$ cat src/rtl/pi_ctrl_pkg.sv
// Shared types and constants for the phase-interpolator code controller.
package pi_ctrl_pkg;

  localparam int PI_CODE_W   = 11;
  localparam int PI_CODE_MOD = 2048;
  localparam int LOL_CNT     = 8;

  typedef enum logic {
    ACQUIRE = 1'b0,
    TRACK   = 1'b1
  } pi_state_e;

  // Signed accumulator must hold +/- the larger threshold with headroom.
  function automatic int acc_width(input int thresh_a, input int thresh_b);
    return $clog2((thresh_a > thresh_b) ? thresh_a : thresh_b) + 2;
  endfunction

endpackage

$ cat src/rtl/pi_vote_acc.sv
// Signed early/late vote accumulator with symmetric threshold compare.
module pi_vote_acc
  import pi_ctrl_pkg::*;
#(
  parameter int ACC_W = 6
) (
  input  logic             CLK,
  input  logic             Rst_n,
  input  logic             vote_up,
  input  logic             vote_dn,
  input  logic             hold,
  input  logic             clear,
  input  logic [ACC_W-1:0] thresh,
  output logic             step_up,
  output logic             step_dn
);

  logic signed [ACC_W-1:0] acc;
  logic signed [ACC_W-1:0] vote;
  logic signed [ACC_W-1:0] sum;
  logic signed [ACC_W-1:0] thresh_s;

  always_comb begin
    vote = '0;
    if (vote_up)      vote = ACC_W'(1);
    else if (vote_dn) vote = '1;
    thresh_s = $signed(thresh);
    sum      = acc + vote;
    step_up  = !hold && !clear && (sum >= thresh_s);
    step_dn  = !hold && !clear && (sum <= -thresh_s);
  end

  // NOTE: sequential state uses non-blocking assignments so every flop samples pre-edge values.
  always_ff @(posedge CLK or negedge Rst_n) begin
    if (!Rst_n)                 acc <= '0;
    else if (clear)             acc <= '0;
    else if (hold)              acc <= acc;
    else if (step_up || step_dn) acc <= '0;
    else                        acc <= sum;
  end

endmodule

$ cat src/rtl/pi_code_ctrl.sv
// Bang-bang CDR phase-interpolator code controller with ACQUIRE/TRACK gearing.
// Optional frequency integrator enabled by macro PI_CTRL_FREQ_PATH_EN.
module pi_code_ctrl
  import pi_ctrl_pkg::*;
#(
  parameter int THRESH_ACQ = 4,
  parameter int THRESH_TRK = 16,
  parameter int STEP_ACQ   = 8,
  parameter int STEP_TRK   = 1,
  parameter int REV_LOCK   = 4
) (
  input  logic                 CLK,
  input  logic                 Rst_n,
  input  logic                 Vote_Valid,
  input  logic                 Early,
  input  logic                 Late,
  input  logic                 Freeze,
  input  logic                 Load_Code,
  input  logic [PI_CODE_W-1:0] Code_In,
  output logic [PI_CODE_W-1:0] Code,
  output logic                 Code_Upd,
  output logic                 Locked
);

  localparam int ACC_W = acc_width(THRESH_ACQ, THRESH_TRK);
  localparam int REV_W = $clog2(REV_LOCK + 1);
  localparam int RUN_W = $clog2(LOL_CNT + 1);

  pi_state_e            state, state_n;
  logic [REV_W-1:0]     rev_cnt, rev_n;
  logic [RUN_W-1:0]     run_cnt, run_n;
  logic                 dir_vld, dir_vld_n;
  logic                 dir_up, dir_up_n;
  logic                 step_up, step_dn, step, same_dir;
  logic [ACC_W-1:0]     thresh;
  logic [PI_CODE_W-1:0] step_sz, code_n;
  logic                 upd_n;

  assign thresh = (state == TRACK) ? ACC_W'(THRESH_TRK) : ACC_W'(THRESH_ACQ);

  pi_vote_acc #(.ACC_W(ACC_W)) u_acc (
    .CLK     (CLK),
    .Rst_n   (Rst_n),
    .vote_up (Vote_Valid & Early & ~Late),
    .vote_dn (Vote_Valid & Late & ~Early),
    .hold    (Freeze),
    .clear   (Load_Code),
    .thresh  (thresh),
    .step_up (step_up),
    .step_dn (step_dn)
  );

  assign step     = step_up | step_dn;
  assign same_dir = dir_vld && (dir_up == step_up);

  always_ff @(posedge CLK or negedge Rst_n) begin
    if (!Rst_n) begin
      state   <= ACQUIRE;
      rev_cnt <= '0;
      run_cnt <= '0;
      dir_vld <= 1'b0;
      dir_up  <= 1'b0;
    end else begin
      state   <= state_n;
      rev_cnt <= rev_n;
      run_cnt <= run_n;
      dir_vld <= dir_vld_n;
      dir_up  <= dir_up_n;
    end
  end

  // NOTE: every output of a combinational block gets a default first, so no latch is inferred.
  always_comb begin
    state_n   = state;
    rev_n     = rev_cnt;
    run_n     = run_cnt;
    dir_vld_n = dir_vld;
    dir_up_n  = dir_up;
    if (Load_Code) begin
      state_n   = ACQUIRE;
      rev_n     = '0;
      run_n     = '0;
      dir_vld_n = 1'b0;
    end else if (step) begin
      dir_vld_n = 1'b1;
      dir_up_n  = step_up;
      if (state == ACQUIRE) begin
        if (dir_vld && !same_dir) begin
          rev_n = rev_cnt + REV_W'(1);
          if (rev_n >= REV_W'(REV_LOCK)) begin
            state_n = TRACK;
            rev_n   = '0;
            run_n   = '0;
          end
        end else begin
          rev_n = '0;
        end
      end else begin
        // Run length of consecutive equal-direction steps taken while tracking.
        run_n = same_dir ? run_cnt + RUN_W'(1) : RUN_W'(1);
        if (run_n >= RUN_W'(LOL_CNT)) begin
          state_n = ACQUIRE;
          rev_n   = '0;
          run_n   = '0;
        end
      end
    end
  end

`ifdef PI_CTRL_FREQ_PATH_EN
  logic signed [7:0] freq;
  logic [7:0]        phase, freq_mag;
  logic [8:0]        phase_sum;
  logic              extra;

  always_comb begin
    freq_mag  = freq[7] ? 8'(-freq) : 8'(freq);
    phase_sum = {1'b0, phase} + {1'b0, freq_mag};
    extra     = phase_sum[8] && !Freeze && !Load_Code;
  end

  always_ff @(posedge CLK or negedge Rst_n) begin
    if (!Rst_n) begin
      freq  <= '0;
      phase <= '0;
    end else if (Load_Code) begin
      freq  <= '0;
      phase <= '0;
    end else if (!Freeze) begin
      phase <= phase_sum[7:0];
      if (step && state == TRACK) begin
        if (step_up && freq != 8'sd127)       freq <= freq + 8'sd1;
        else if (step_dn && freq != -8'sd127) freq <= freq - 8'sd1;
      end
    end
  end
`endif

  // Step size follows the post-transition state.
  always_comb begin
    step_sz = (state_n == TRACK) ? PI_CODE_W'(STEP_TRK) : PI_CODE_W'(STEP_ACQ);
    code_n  = Code;
    if (Load_Code) begin
      code_n = Code_In;
    end else begin
      if (step_up)      code_n = Code + step_sz;
      else if (step_dn) code_n = Code - step_sz;
`ifdef PI_CTRL_FREQ_PATH_EN
      if (extra) code_n = code_n + (freq[7] ? {PI_CODE_W{1'b1}} : PI_CODE_W'(1));
`endif
    end
    upd_n = (code_n != Code);
  end

  always_ff @(posedge CLK or negedge Rst_n) begin
    if (!Rst_n) begin
      Code     <= '0;
      Code_Upd <= 1'b0;
    end else begin
      Code     <= code_n;
      Code_Upd <= upd_n;
    end
  end

  assign Locked = (state == TRACK);

endmodule

$ cat config.mk
export PLATFORM = sky130hd
export DESIGN_NAME = pi_code_ctrl
export DESIGN_NICKNAME = d
export VERILOG_FILES = /design/src/rtl/pi_ctrl_pkg.sv /design/src/rtl/pi_vote_acc.sv /design/src/rtl/pi_code_ctrl.sv
export SDC_FILE = /design/constraint.sdc
export NUM_CORES = 1
export LEC_CHECK = 0
export CELL_PAD_IN_SITES_DETAIL_PLACEMENT = 0
export CELL_PAD_IN_SITES_GLOBAL_PLACEMENT = 2
export CORE_ASPECT_RATIO = 0.6
export CORE_MARGIN = 2
export CORE_UTILIZATION = 33
export DETAILED_ROUTE_END_ITERATION = 16
export PLACE_DENSITY = 0.8
export SLEW_MARGIN = 20
export SYNTH_ARGS = -nofsm -noshare
export SYNTH_HDL_FRONTEND = slang
export SYNTH_SLANG_ARGS = --single-unit
export TNS_END_PERCENT = 1
$ cat constraint.sdc
create_clock -name CLK -period 6.6 [get_ports CLK]
set_input_delay 1.32 -clock CLK [delete_from_list [all_inputs] [get_ports CLK]]
set_output_delay 1.32 -clock CLK [all_outputs]
set_load 0.03 [all_outputs]
==> results.json, run 1 <==
{
  "outcome": "finished, final reports clean",
  "rsz0062_at_grt": "yes",
  "hpwl_um": 4453,
  "maxCapViolations": 0,
  "io_pins": 31,
  "total_power_mw": 0.5536,
  "min_period_over_period_pct": 97.52,
  "die_w_um": 110.2,
  "synth_ff_type": "dfrtp_1",
  "finalSetupViolCount": 0,
  "clock-root-buffer": "clkbuf_16",
  "setup_tns_ns": 0,
  "holdWs_ns": 0.4871,
  "dpl_cell_area_um2": 2809,
  "clk_latency_ns": 0.26,
  "cts_buffers": 3,
  "slew_viol_final": 0,
  "area_growth_pct": 31.97,
  "ir_worst_vdd_mv": 0.08938,
  "cts_buffer_depth": 2,
  "syn_avg_cell_area_um2": 8.529,
  "layout_common_cells": "30 x clkdlybuf4s50_1, 28 x dfrtp_1, 27 x buf_4",
  "fp.dieArea_um2": 7467,
  "hold_viol": 0,
  "finalCriticalPeriod_ns": 6.436,
  "min_path_type": "reg2reg",
  "yosysUniqueCellTypes": 50,
  "port_buffers": 30,
  "synth_area_leaders": "dfrtp_1 31%, ha_1 10%, xnor2_1 5.9%, nand2_1 4.4%, nor2_1 4.2%",
  "routed_wl_um": 5790,
  "antenna_found_initial": 0,
  "wl_per_cell_um": 14.44,
  "path_clk_slew_ns": 0.07,
  "async_flop_share_pct": 100.0,
  "antennaDiodeCount": 0,
  "crit_required_ns": 6.74,
  "clock_skew_ns": 0.004867,
  "design_area_um2": 2949,
  "final_layout_size_suffix_gt1_share_pct": 14.01,
  "synth_warnings": 0,
  "cts_tree": "done",
  "yosysTopAreaCell": "dfrtp_1",
  "grtUsageTotal_pct": 16.65,
  "cellLeakagePower_nw": 1.342,
  "htree_levels": 1,
  "arrival_ns": 6.58,
  "holdBufCountCts": 0,
  "n_fill_cell": 683,
  "drt_iter0_drc": 57,
  "critical_path_class": "in2reg",
  "worstMarginPinSlew_ns": 0.4206,
  "viasPerCell": 5.052,
  "core_area_um2": 6619,
  "cts.sinks": 28,
  "yosysTopAreaCellShare_pct": 31.35,
  "crit_path_max_fanout": 3,
  "grt_pass1_vias": 1921,
  "final_common_cell": "clkdlybuf4s50_1",
  "cp-end-kind": "flop",
  "grt_max_degree": 29,
  "drc": 0,
  "fin_util_pct": 44.56,
  "overflow": 0,
  "initial_utilization_pct": 33.76,
  "synth_edf_count": 0,
  "antenna_left": 0,
  "route.vias.total": 2026,
  "ys_seq_area_share_pct": 31.35,
  "synth-seq-cells": 28,
  "cts_setup_buffers": 0,
  "slew_headroom_pct": 71.87,
  "start_kind": "input pin",
  "cts-resized-gates": 0,
  "die_h_um": 67.74,
  "synth_nets": 299,
  "syn_inst": 262,
  "layout.nets": 352,
  "max_freq_ghz": 0.1554,
  "firstDrtPassIters": 4,
  "power_density_nw_per_um2": 187.7,
  "grt_first_pass_wirelength_um": 9577,
  "num_rows": 23,
  "synth_area_um2": 2235,
  "gp_congestion": 0.7894
}
-- cell usage after synthesis (all sizes together), types with 2 or more instances --
master and n:
dfrtp 28, clkbuf 8, xnor2 16, o21a 5, xor2 10, nor4 3
nand2 26, or3 4, and3 6, nor2 25, or3b 2, a31oi 3
o211ai 2, o22ai 5, a21oi 13, inv 18, nor3 8, ha 18
nand3 8, a21o 5, nand4 3, and2 3, a2111oi 2, o21ai 17
or4 2, mux2i 3
-- routing by layer --
metal  vias to the layer above  share of wire, %  routed length, um  global-route usage, %
met4                         0              0.59                 34                  3.125
met1                       960                55               3195                  24.91
met5                         -                 0                  0                      0
met2                        31                41               2379                  25.15
met3                         2               3.1                181                  2.896
li1                       1033                 -                  -                      -
-- worst paths after layout --
check	from	endpoint	slack [ns]	cells past startpoint
setup / recovery	Early	Code[10]$_DFF_PN0_	0.16	26
hold / removal	rev_cnt[0]$_DFFE_PN0P_	rev_cnt[0]$_DFFE_PN0P_	0.49	1
setup reg to reg	u_acc.acc[0]$_DFFE_PN0P_	Code[10]$_DFF_PN0_	1.62	23
hold reg to reg	rev_cnt[0]$_DFFE_PN0P_	rev_cnt[0]$_DFFE_PN0P_	0.49	1
max in group asynchronous	Rst_n	Code[10]$_DFF_PN0_	4.88	2
min in group asynchronous	Rst_n	rev_cnt[0]$_DFFE_PN0P_	1.44	2
-- registers in the layout, indices dropped and copies added (netlist names) --
name / count
Code_Upd: 1
Code: 11
rev_cnt: 3
dir_up: 1
u_acc.acc: 6
Locked: 1
run_cnt: 4
dir_vld: 1
-- where the power goes --
group	switching, mW	total, mW	internal [mW]
clock	0.0632	0.184	0.121
sequential	0.0231	0.207	0.184
combinational	0.0824	0.162	0.0797
total	0.169	0.554	0.385
-- logic make-up (layout without fill, tap and decap cells) --
kind of cell	count (synthesis)	in the layout	share of synthesized area, %
AOI/OAI and AO/OA	63	63	18.81
xor gates and xnor gates	26	26	11.03
adders and majority gates	19	19	10.97
buffers and inverters	27	79	4.703
DFF	28	28	31.35
muxes	4	4	1.848
and+or+nand+nor	95	95	21.28
-- worst max-delay path, stage by stage --
cell	delay [ns]
clkdlybuf4s50_1	0.49
xor2_1	0.15
and2_1	0.14
ha_1	0.16
inv_1	0.06
fa_1	0.37
nand2b_1	0.15
a21oi_1	0.15
xnor2_1	0.17
inv_1	0.07
ha_1	0.19
or3b_1	0.36
a2111oi_2	0.32
a211oi_2	0.11
o211a_4	0.18
xnor2_4	0.13
nor4_2	0.39
or3_4	0.21
ha_1	0.19
ha_1	0.18
a31oi_1	0.11
or3b_2	0.49
nor3_1	0.18
a31oi_1	0.07
xor2_1	0.15
o21ai_1	0.07
-- final cells by class --
| cell class | instances | area, um2 | share of cell area [%] |
|---|---|---|---|
| multi-input combinational | 207 | 1464 | 49.64 |
| sequential | 28 | 700.7 | 23.76 |
| timing repair buffer | 57 | 503.0 | 17.06 |
| tap | 87 | 108.9 | 3.691 |
| clock buffer | 3 | 75.07 | 2.546 |
| inverter | 18 | 67.56 | 2.291 |
| clock inverter | 1 | 30.03 | 1.018 |
-- through the flow --
step / instances / setup WS, ns
final: 401 / 0.1635
after floorplan: 262 / 0.5148
after detailed placement: 397 / -0.1890
after CTS: 401 / 0.06873
after global placement: 397 / -0.1305
after global routing: 401 / -0.07070
No activity file was read; power rests on OpenSTA's default activity.
==> run 2, diff against run 1 <==
--- a/config.mk
+++ b/config.mk
@@ -9,9 +9,11 @@
 export CELL_PAD_IN_SITES_GLOBAL_PLACEMENT = 2
 export CORE_ASPECT_RATIO = 0.6
 export CORE_MARGIN = 2
-export CORE_UTILIZATION = 33
+export CORE_UTILIZATION = 38
+export CTS_CLUSTER_SIZE = 30
 export DETAILED_ROUTE_END_ITERATION = 16
-export PLACE_DENSITY = 0.8
+export DONT_BUFFER_PORTS = 1
+export PLACE_DENSITY = 0.79
 export SLEW_MARGIN = 20
 export SYNTH_ARGS = -nofsm -noshare
 export SYNTH_HDL_FRONTEND = slang
==> results.json, run 2 (same netlist as run 1, synthesis figures left out) <==
{
  "cts_tree": "done",
  "layout_common_cells": "28 x dfrtp_1, 26 x nand2_1, 25 x nor2_1",
  "crit_path_max_fanout": 7,
  "worstMarginPinSlew_ns": 0.5944,
  "power_density_nw_per_um2": 180.1,
  "largest_reg_flops": 11,
  "hold_viol": 0,
  "critPathSlowestCell": "or3_1",
  "regToRegSetupSlack_ns": 1.39,
  "grt_max_degree": 29,
  "max_stage_delay_ns": 0.46,
  "power_switching_mw": 0.1462,
  "arrival_ns": 6.24,
  "start_kind": "input pin",
  "route.met3.wl_um": 225,
  "clkPwrFrac_pct": 25.9,
  "area_growth_pct": 7.167,
  "firstDrtPassIters": 4,
  "antenna_found_initial": 0,
  "gp_congestion": 0.8234,
  "crit_required_ns": 6.74,
  "io_pins": 31,
  "top_register": "Code",
  "drt_iter0_drc": 66,
  "fin_util_pct": 42.59,
  "critical_path_class": "in2reg",
  "setup_tns_ns": 0,
  "final_common_cell": "dfrtp_1",
  "cellLeakagePower_nw": 1.083,
  "viasPerCell": 5.320,
  "htree_levels": 1,
  "grt_pass1_vias": 1815,
  "cts_buffers": 3,
  "core_area_um2": 5623,
  "grt_first_pass_wirelength_um": 9011,
  "num_rows": 21,
  "p_int_mw": 0.2852,
  "fp.dieArea_um2": 6530,
  "wl_met2_um": 2103,
  "clock_skew_ns": 0.005960,
  "die_h_um": 63.40,
  "clk_latency_ns": 0.28,
  "port_buffers": 0,
  "cp-end-kind": "flop",
  "path_clk_slew_ns": 0.10,
  "finalSetupViolCount": 0,
  "die_w_um": 103,
  "power.share.switching_pct": 33.89,
  "clock-root-buffer": "clkbuf_8",
  "rsz0062_at_grt": "no",
  "layout.nets": 299,
  "drc": 0,
  "final_layout_size_suffix_gt1_share_pct": 6.513,
  "cts_setup_buffers": 0,
  "reg_top3": "Code: 11 flops, u_acc.acc: 6 flops, run_cnt: 4 flops",
  "min_path_type": "reg2reg",
  "cts_buffer_depth": 2,
  "cts.sinks": 28,
  "grtUsageTotal_pct": 17.73,
  "finalCriticalPeriod_ns": 6.106,
  "overflow": 0,
  "antenna_left": 0,
  "seq_power_share_pct": 51.9,
  "slew_viol_final": 0,
  "maxCapViolations": 0,
  "slew_headroom_pct": 60.38,
  "wl_per_cell_um": 15.22,
  "top_layer": "met4",
  "hpwl_um": 4017,
  "route.vias.total": 1814,
  "combPwrFrac_pct": 22.2,
  "outcome": "finished, final reports clean",
  "critical_path.cell_chain": "xor2_1 > and2_1 > ha_1 > inv_1 > fa_1 > nand2b_1 > a21oi_1 > xnor2_1 > inv_1 > ha_1 > or3b_1 > a2111oi_2 > a211oi_2 > o211a_4 > xnor2_4 > a31oi_1 > or3_1 > ha_1 > ha_1 > inv_1 > o22ai_1 > and3_1 > a2111oi_1 > nand4_1",
  "max_freq_ghz": 0.1638,
  "antennaDiodeCount": 0,
  "crit_path_frequent_cell": "ha_1",
  "routed_wl_um": 5191,
  "initial_utilization_pct": 39.74,
  "min_period_over_period_pct": 92.51,
  "m1WireLength_um": 2788,
  "ir_worst_vdd_mv": 0.07798
}
==> run 2: changes by cell type in the layout (fill, tap and decap cells not counted), moves of 3 or more <==
cell / change
buf_4: -23
clkbuf_16: -3
clkdlybuf4s50_1: -30
clkbuf_8: +4
==> run 2: stage by stage <==
stage	instance area [um2]	hold WS, ns	worst slack (ns)	instances	power, mW
4_1_cts	2382	0.4850	0.3645	341	0.4363
5_1_grt	2395	0.5258	0.05232	341	0.4571
3_5_place_dp	2327	0.4728	0.08437	337	0.3209
3_3_place_gp	2327	0.4697	0.2039	337	0.3219
2_1_floorplan	2235	0.4447	0.5148	262	0.3024
6_report	2395	0.4846	0.4943	341	0.4313
==> run 2: power by group through the flow <==
stage | sequential (mW) | combinational [mW] | clock, mW
floorplan | 0.220 | 0.0824 | 0
global placement | 0.228 | 0.0943 | 0
detailed placement | 0.228 | 0.0933 | 0
CTS | 0.224 | 0.0939 | 0.118
global route | 0.227 | 0.107 | 0.123
finish | 0.224 | 0.0958 | 0.112
==> run 2: worst paths after layout <==
path | depth (start not counted) | start | end
worst max-delay path | 24 | Early | Code_Upd$_DFF_PN0_
worst min-delay path | 1 | rev_cnt[0]$_DFFE_PN0P_ | rev_cnt[0]$_DFFE_PN0P_
worst max register to register | 22 | u_acc.acc[0]$_DFFE_PN0P_ | Code_Upd$_DFF_PN0_
worst min register to register | 1 | rev_cnt[0]$_DFFE_PN0P_ | rev_cnt[0]$_DFFE_PN0P_
max in group asynchronous | 0 | Rst_n | Code_Upd$_DFF_PN0_
min in group asynchronous | 0 | Rst_n | u_acc.acc[1]$_DFFE_PN0P_
==> run 2: critical path: cells and delay by family <==
family | cells | cell delay [ns]
AND/OR/NAND/NOR | 6 | 1.46
adder cells (fa/ha/maj) | 5 | 1.29
AO/OA/AOI/OAI | 7 | 1.43
XOR/XNOR | 3 | 0.51
buffers and inverters | 3 | 0.21
==> run 2: layer usage <==
layer	vias up	track usage, %
met5	-	0
met4	0	5.099
met3	6	3.774
met2	32	24.76
met1	853	27.13
li1	923	-
==> run 2: what timing repair did <==
| action | 4_1_cts | 5_1_grt |
|---|---|---|
| hold buffers | 0 | 0 |
| gates resized for setup | 0 | 3 |
| endpoints found under the setup margin | 0 | 3 |
==> run 2: cell type report <==
cell class	count	area, um2
fill	577	3228
tap	80	100.1
inverter	18	67.56
sequential	28	700.7
multi-input combinational	207	1441
clock buffer	4	55.05
timing repair buffer	4	30.03
==> run 3, diff against run 2 <==
--- a/config.mk
+++ b/config.mk
@@ -8,7 +8,7 @@
 export CELL_PAD_IN_SITES_DETAIL_PLACEMENT = 0
 export CELL_PAD_IN_SITES_GLOBAL_PLACEMENT = 2
 export CORE_ASPECT_RATIO = 0.6
-export CORE_MARGIN = 2
+export CORE_MARGIN = 3
 export CORE_UTILIZATION = 38
 export CTS_CLUSTER_SIZE = 30
 export DETAILED_ROUTE_END_ITERATION = 16
==> results.json, run 3 (same netlist as run 1, synthesis figures left out) <==
{
  "outcome": "finished, final reports clean",
  "slew_headroom_pct": 58.65,
  "grt_pass1_vias": 1773,
  "die_h_um": 65.40,
  "cellLeakagePower_nw": 1.093,
  "power_density_nw_per_um2": 191.7,
  "total_power_mw": 0.4663,
  "firstDrtPassIters": 4,
  "cts_buffers": 3,
  "cts.sinks": 28,
  "finalCriticalPeriod_ns": 6.116,
  "rsz0062_at_grt": "no",
  "top_register": "Code",
  "min_period_over_period_pct": 92.66,
  "setup_ws_ns": 0.4844,
  "clock_skew_ns": 0.006479,
  "die_w_um": 105,
  "cp-end-kind": "flop",
  "reg_top3": "Code: 11 flops, u_acc.acc: 6 flops, run_cnt: 4 flops",
  "wl_per_cell_um": 17.10,
  "setup_tns_ns": 0,
  "antennaDiodeCount": 0,
  "holdBufCountCts": 0,
  "clock-root-buffer": "clkbuf_8",
  "ir_worst_vdd_mv": 0.09863,
  "drc": 0,
  "initial_utilization_pct": 41.73,
  "grt_first_pass_wirelength_um": 9584,
  "largest_reg_flops": 11,
  "min_path_type": "reg2reg",
  "viasPerCell": 5.519,
  "antenna_found_initial": 0,
  "hpwl_um": 4512,
  "arrival_ns": 6.33,
  "hold_viol": 0,
  "cts_tree": "done",
  "htree_levels": 1,
  "cts_setup_buffers": 0,
  "area_growth_pct": 8.846,
  "design_area_um2": 2432,
  "num_rows": 20,
  "worstMarginPinSlew_ns": 0.6203,
  "core_area_um2": 5355,
  "slew_viol_final": 0,
  "gp_congestion": 0.8408,
  "grtUsageTotal_pct": 17.83,
  "fin_util_pct": 45.42,
  "drt_iter0_drc": 142,
  "final_common_cell": "dfrtp_1",
  "crit_path_max_fanout": 7,
  "route.vias.total": 1871,
  "layout.nets": 300,
  "dpl_cell_area_um2": 2331,
  "path_clk_slew_ns": 0.11,
  "maxCapViolations": 0,
  "dp_slack_ns": 0.008504,
  "layout_common_cells": "28 x dfrtp_1, 26 x nand2_1, 25 x nor2_1",
  "max_freq_ghz": 0.1635,
  "critical_path_class": "in2reg",
  "port_buffers": 0,
  "start_kind": "input pin",
  "finalSetupViolCount": 0,
  "clk_latency_ns": 0.28,
  "grt_max_degree": 29,
  "final_layout_size_suffix_gt1_share_pct": 7.634,
  "cts_buffer_depth": 2,
  "fp.dieArea_um2": 6867,
  "crit_required_ns": 6.82,
  "antenna_left": 0,
  "routed_wl_um": 5797,
  "io_pins": 31,
  "overflow": 0
}
==> run 3: metal layers <==
layer	vias to the layer above	wire (um)	GRT usage (%)
li1	932	-	-
met1	885	3298	30.04
met2	52	2069	22.04
met3	2	407	4.220
met4	0	21	2.619
met5	-	0	0
==> run 3: final timing paths <==
check,start,to,slack [ns],cells past startpoint
setup / recovery,Early,Code[10]$_DFF_PN0_,0.48,25
min in group asynchronous,Rst_n,rev_cnt[1]$_DFFE_PN0P_,0.71,0
hold / removal,rev_cnt[0]$_DFFE_PN0P_,rev_cnt[0]$_DFFE_PN0P_,0.49,1
hold reg to reg,rev_cnt[0]$_DFFE_PN0P_,rev_cnt[0]$_DFFE_PN0P_,0.49,1
setup reg to reg,u_acc.acc[0]$_DFFE_PN0P_,Code[10]$_DFF_PN0_,1.36,23
max in group asynchronous,Rst_n,u_acc.acc[0]$_DFFE_PN0P_,5.80,0
==> run 3: power by group <==
group | internal [mW] | switching, mW
clock network | 0.0813 | 0.0591
registers | 0.184 | 0.0406
logic | 0.0488 | 0.0524
total | 0.314 | 0.152
==> run 3: through the flow <==
step	hold WS, ns	instances
2_1_floorplan	0.4447	262
3_3_place_gp	0.4794	335
3_5_place_dp	0.4776	335
4_1_cts	0.4907	339
5_1_grt	0.5145	339
6_report	0.4892	339
==> run 3: final cells by class <==
type	count	area, um2
multi-input combinational	207	1459
inverter	18	67.56
tap	77	96.34
timing repair buffer	5	37.54
clock buffer	3	41.29
clock inverter	1	30.03
fill	549	2923
sequential	28	700.7
==> run 3: repair_timing <==
| action | in CTS | in global routing |
|---|---|---|
| setup endpoints to repair | 0 | 3 |
| resized for setup | 0 | 5 |
| hold endpoints to repair | 0 | 0 |
==> run 3: worst max-delay path: stages <==
cell and delay (ns):
xor2_1 0.11, and2_1 0.13, ha_1 0.16, inv_1 0.06, fa_1 0.40, nand2b_1 0.16, a21oi_1 0.15, xnor2_1 0.21
inv_1 0.08, ha_1 0.21, or3b_1 0.37, a2111oi_2 0.32, a211oi_2 0.11, o211a_4 0.21, xnor2_4 0.16, nor4_4 0.34
or3_4 0.21, ha_1 0.20, ha_1 0.19, a31oi_1 0.15, or3b_2 0.52, nor3_1 0.18, a31oi_1 0.08, xor2_1 0.18
o21ai_1 0.12
